## src/rtl/pc_seq_pkg.sv

```systemverilog
// Shared types and constants for the PC sequencer.
// Holds the sequencer state enum and the sequential PC step.
package pc_seq_pkg;

    typedef enum logic [1:0] {
        RUN   = 2'd0,
        FLUSH = 2'd1,
        HALT  = 2'd2
    } pc_seq_state_t;

    localparam int PC_STEP = 4;

endpackage

```

## src/rtl/pc_seq_ctrl_redirect_counter.sv

```systemverilog
// Saturating 16-bit counter of accepted redirects.
// Ports: clk, reset (sync, active-low), i_inc (count pulse), o_cnt (count).
module redirect_counter (
    input  logic        clk,
    input  logic        reset,
    input  logic        i_inc,
    output logic [15:0] o_cnt
);

    logic [15:0] r_cnt;

    always_ff @(posedge clk) begin
        if (!reset) begin
            r_cnt <= '0;
        end else if (i_inc && (r_cnt != 16'hFFFF)) begin
            r_cnt <= r_cnt + 16'd1;
        end
    end

    assign o_cnt = r_cnt;

endmodule

```

## src/rtl/pc_seq_ctrl.sv

```systemverilog
// Program-counter sequencer: sequential step, stall, redirect+flush, halt.
// Ports: clk, reset (sync, active-low), pc_sel/br_pc (redirect), flag_halt,
//   stall; outputs cur_pc, flush_ifid, flush_idex, halted, misalign,
//   redirect_cnt (live only when PC_SEQ_STATS_EN is defined, else 0).
module pc_seq_ctrl
    import pc_seq_pkg::*;
#(
    parameter int PC_W   = 9,
    parameter int RST_PC = 0
) (
    input  logic            clk,
    input  logic            reset,
    input  logic            pc_sel,
    input  logic [31:0]     br_pc,
    input  logic            flag_halt,
    input  logic            stall,
    output logic [PC_W-1:0] cur_pc,
    output logic            flush_ifid,
    output logic            flush_idex,
    output logic            halted,
    output logic            misalign,
    output logic [15:0]     redirect_cnt
);

    localparam logic [PC_W-1:0] W_STEP  = PC_W'(PC_STEP);
    localparam logic [PC_W-1:0] W_RSTPC = PC_W'(RST_PC);

    pc_seq_state_t   r_state;
    pc_seq_state_t   w_state_nxt;
    logic [PC_W-1:0] r_pc;
    logic [PC_W-1:0] w_pc_nxt;
    logic            r_misalign;
    logic            w_mis_nxt;
    logic            w_accept;

    // Upper target bits lie outside the PC space and are dropped.
    logic w_unused;
    assign w_unused = &{1'b0, br_pc[31:PC_W]};

    always_comb begin
        w_state_nxt = r_state;
        w_pc_nxt    = r_pc;
        w_mis_nxt   = 1'b0;
        w_accept    = 1'b0;
        unique case (r_state)
            RUN: begin
                if (flag_halt) begin
                    w_state_nxt = HALT;
                end else if (pc_sel) begin
                    w_accept    = 1'b1;
                    w_pc_nxt    = {br_pc[PC_W-1:2], 2'b00};
                    w_mis_nxt   = |br_pc[1:0];
                    w_state_nxt = FLUSH;
                end else if (!stall) begin
                    w_pc_nxt = r_pc + W_STEP;
                end
            end
            // Inputs here come from squashed instructions: ignore them.
            FLUSH: begin
                w_pc_nxt    = r_pc + W_STEP;
                w_state_nxt = RUN;
            end
            HALT: begin
                w_state_nxt = HALT;
            end
            default: begin
                w_state_nxt = RUN;
            end
        endcase
    end

    always_ff @(posedge clk) begin
        if (!reset) begin
            r_state    <= RUN;
            r_pc       <= W_RSTPC;
            r_misalign <= 1'b0;
        end else begin
            r_state    <= w_state_nxt;
            r_pc       <= w_pc_nxt;
            r_misalign <= w_mis_nxt;
        end
    end

    assign cur_pc     = r_pc;
    assign flush_ifid = (r_state == FLUSH);
    assign flush_idex = (r_state == FLUSH);
    assign halted     = (r_state == HALT);
    assign misalign   = r_misalign;

`ifdef PC_SEQ_STATS_EN
    redirect_counter u_redirect_counter (
        .clk   (clk),
        .reset (reset),
        .i_inc (w_accept),
        .o_cnt (redirect_cnt)
    );
`else
    logic w_unused_accept;
    assign w_unused_accept = w_accept;
    assign redirect_cnt    = 16'd0;
`endif

endmodule

```

## config.mk

```make
export PLATFORM = sky130hd
export DESIGN_NAME = pc_seq_ctrl
export DESIGN_NICKNAME = d
export VERILOG_FILES = /design/src/rtl/pc_seq_pkg.sv /design/src/rtl/pc_seq_ctrl_redirect_counter.sv /design/src/rtl/pc_seq_ctrl.sv
export SDC_FILE = /design/constraint.sdc
export NUM_CORES = 1
export LEC_CHECK = 0
export ABC_AREA = 1
export CORE_ASPECT_RATIO = 0.6
export CORE_MARGIN = 1
export CORE_UTILIZATION = 33
export DETAILED_ROUTE_END_ITERATION = 8
export PLACE_DENSITY_LB_ADDON = 0.2
export REMOVE_ABC_BUFFERS = 1
export SYNTH_ARGS = -nofsm -noshare
export SYNTH_HDL_FRONTEND = slang
export SYNTH_HIERARCHICAL = 1
export SYNTH_SLANG_ARGS = --single-unit
```

## constraint.sdc

```tcl
create_clock -name clk -period 2 [get_ports clk]
set_input_delay 0.3 -clock clk [delete_from_list [all_inputs] [get_ports clk]]
set_output_delay 0.3 -clock clk [all_outputs]
set_load 0.02 [all_outputs]
```

==> summary.md <==
| Metric | Value |
|---|---|
| Setup-failing EPs final | `0` |
| Worst setup path startpoint | `r_state[0]` |
| Clk sinks | `10` |
| Pint | `356 uW` |
| Worst R2R Start | `cur_pc[2]` |
| Row cnt | `12` |
| Most used flip-flop cell after synthesis | `dfxtp_1` |
| Flop pwr share | `0.422` |
| Setup TNS | `0 ns` |
| Vias in the first global route | `roughly 600` |
| Width of the die | `62.6 um` |
| Root buffer cell | `clkbuf_4` |
| CP Launch Type | `register` |
| Number of port buffers | `24` |
| Fmax | `approximately 560 MHz` |
| # IOs | `66` |
| Avg Vias per Cell | `approximately 4.2` |
| GRT Overall Usage | `0.150` |
| Register area share after synthesis | `0.275` |
| Setup Crit Path Kind | `register to output pin` |
| Top cell type's share of synthesized area | `0.275` |
| Most frequent cells after synthesis | `buf_4, nand2_1, nor2_1, dfxtp_1, inv_1` |
| Area Overhead vs Synth | `28.6%` |
| Layout cells sized above 1 | `0.0977` |
| Fin util | `0.479` |
| Total grt overflow | `0` |
| Syn. warnings | `6` |
| Final hold vios | `0` |
| ANT nets after route | `0` |
| Iter 0 DRT Violations | `13` |
| Logic gate share of total power | `0.329` |
| Initial antenna violation count | `0` |
| Global-route wire length before repair | `around 2600 um` |
| Drt drc | `0` |
| Max Cap Viol | `0` |
| Fin crit period | `about 1.8 ns` |
| Synth area leader | `dfxtp_1` |
| Inserted Clock Buffers | `3` |
| Worst-Skew Late Latency | `~0.26 ns` |
| Initial core utilization | `0.372` |
| Status | `completed` |
| Final period util | `0.888` |
| Clock Power Share | `0.250` |
| Multi-input gate area | `about 380 um2` |
| Slew Limit Fails | `0` |
| ANT cells | `0` |
| CP required | `about 1.7 ns` |
| Vias | `approximately 670` |
| Switching power | `~190 uW` |
| Hold Path Class | `register to register` |
| Netlist cell types | `22` |
| RSZ-0062 raised after global routing | `false` |
| Reg clk slew, reported paths | `~0.06 ns` |
| Top cells by area, synth | `dfxtp_1, buf_4, nand2_1` |
| Crit-path max FO | `4` |
| RD Place Congestion | `roughly 0.86` |
| Synth Register Bits | `10` |
| Register area | `between 200 and 250 um2` |
| CTS max path bufs | `2` |
| # hold bufs at CTS | `0` |
| Synth Instances | `109` |
| Most common cell in the netlist | `buf_4` |
| Worst EP arrival | `roughly 1.5 ns` |
| CTS resizes | `0` |
| P_leak | `about 0.00042 uW` |
| Hold Startpoint | `cur_pc[8]` |
| Number of synthesized flops with an enable pin | `0` |
| CTS HTree Levels | `1` |
| Routed WL per cell | `9.83 um` |
| Final clock skew | `roughly 0.0018 ns` |
| Post-synthesis area per instance | `roughly 6.7 um2` |
| Post-Syn Area | `around 730 um2` |
| Dpl hpwl | `roughly 1200 um` |
| Critical Path Sink Type | `output pin` |
| Die area | `~2400 um2` |
| Filler cells | `between 200 and 250` |
| Sw Share | `0.347` |
| Nets | `173` |
| Die Span Y | `38.4 um` |
| CTS tree | `yes` |
| Routed WL | `~1600 um` |
| Detailed-router iteration count before antenna repair | `4` |
| Post-CTS setup buffers | `0` |
| WHS | `0.505 ns` |
| Async SR Flop Fraction | `0` |
| Largest net degree at the start of global routing | `12` |
| Placeable Area | `1950 um2` |
| IR drop worst, VDD | `approximately 0.39 mV` |
| Pwr dens | `between 500 and 600 nW/um2` |
cells by family after synthesis:
kind of cell	count (synthesis)	synth area share
and+or+nand+nor	46	0.277
buffers and inverters	34	0.287
AOI/OAI and AO/OA	17	0.138
DFF	10	0.275
adders and majority gates	1	0.0172
other	1	0.00516
flip-flops by register name, indices dropped and copies added (netlist names):
register  cells
r_state       2
misalign      1
cur_pc        7
power by group through the flow:
stage | combinational [uW] | clock, uW | sequential, uW
finish | 179 | 136 | 230
global route | 198 | 156 | 232
CTS | 179 | 140 | 230
detailed placement | 178 | 0 | 234
global placement | 177 | 0 | 233
floorplan | 94.8 | 0 | 246
placed cells by master, fill, tap and decap left out:
master,n
o21ai_0,4
inv_1,10
o21bai_1,2
a21oi_1,8
o211ai_1,1
conb_1,18
nor2_2,1
inv_2,3
nor2_1,15
dfxtp_1,10
nor3_1,3
a21oi_2,1
nand2_1,17
inv_4,1
clkbuf_4,3
ha_1,1
clkdlybuf4s50_1,24
nand2_2,2
nand4_1,1
o21ai_2,1
nand3_1,6
nand2_4,1
routing by layer:
layer  GRT usage  routed length, um  vias up  part of all wire
li1            -                  -      366                 -
met1       0.195                859      280              0.54
met2       0.220                618       21              0.39
met3      0.0655                 92        2             0.058
met4      0.0523                 11        0            0.0070
met5           0                  0        -                 0
through the flow:
stage	setup slack (ns)	total power (uW)	area, um2	cells
2_1_floorplan	0.756	340	637	106
3_3_place_gp	0.408	410	912	158
3_5_place_dp	0.389	412	912	158
4_1_cts	0.204	549	935	161
5_1_grt	0.134	585	935	161
6_report	0.224	545	935	161
critical path, stage by stage (launching register included):
cell and delay [ns]:
dfxtp_1 0.39, inv_1 0.08, nor2_1 0.13, clkdlybuf4s50_1 0.62
layout make-up:
cell class | instances | share of cell area
Multi-Input combinational cell | 82 | 0.408
Timing Repair Buffer | 24 | 0.257
Sequential cell | 10 | 0.214
Inverter | 14 | 0.0589
Tap cell | 28 | 0.0375
Clock buffer | 3 | 0.0241
path summary, 6_finish.rpt:
path | slack, ns | depth (start not counted) | end
hold reg to reg | 0.51 | 2 | cur_pc[8]
hold / removal | 0.51 | 2 | cur_pc[8]
setup reg to reg | 0.76 | 6 | cur_pc[4]
setup / recovery | 0.22 | 3 | flush_ifid
(Power assumes the default switching activity.)
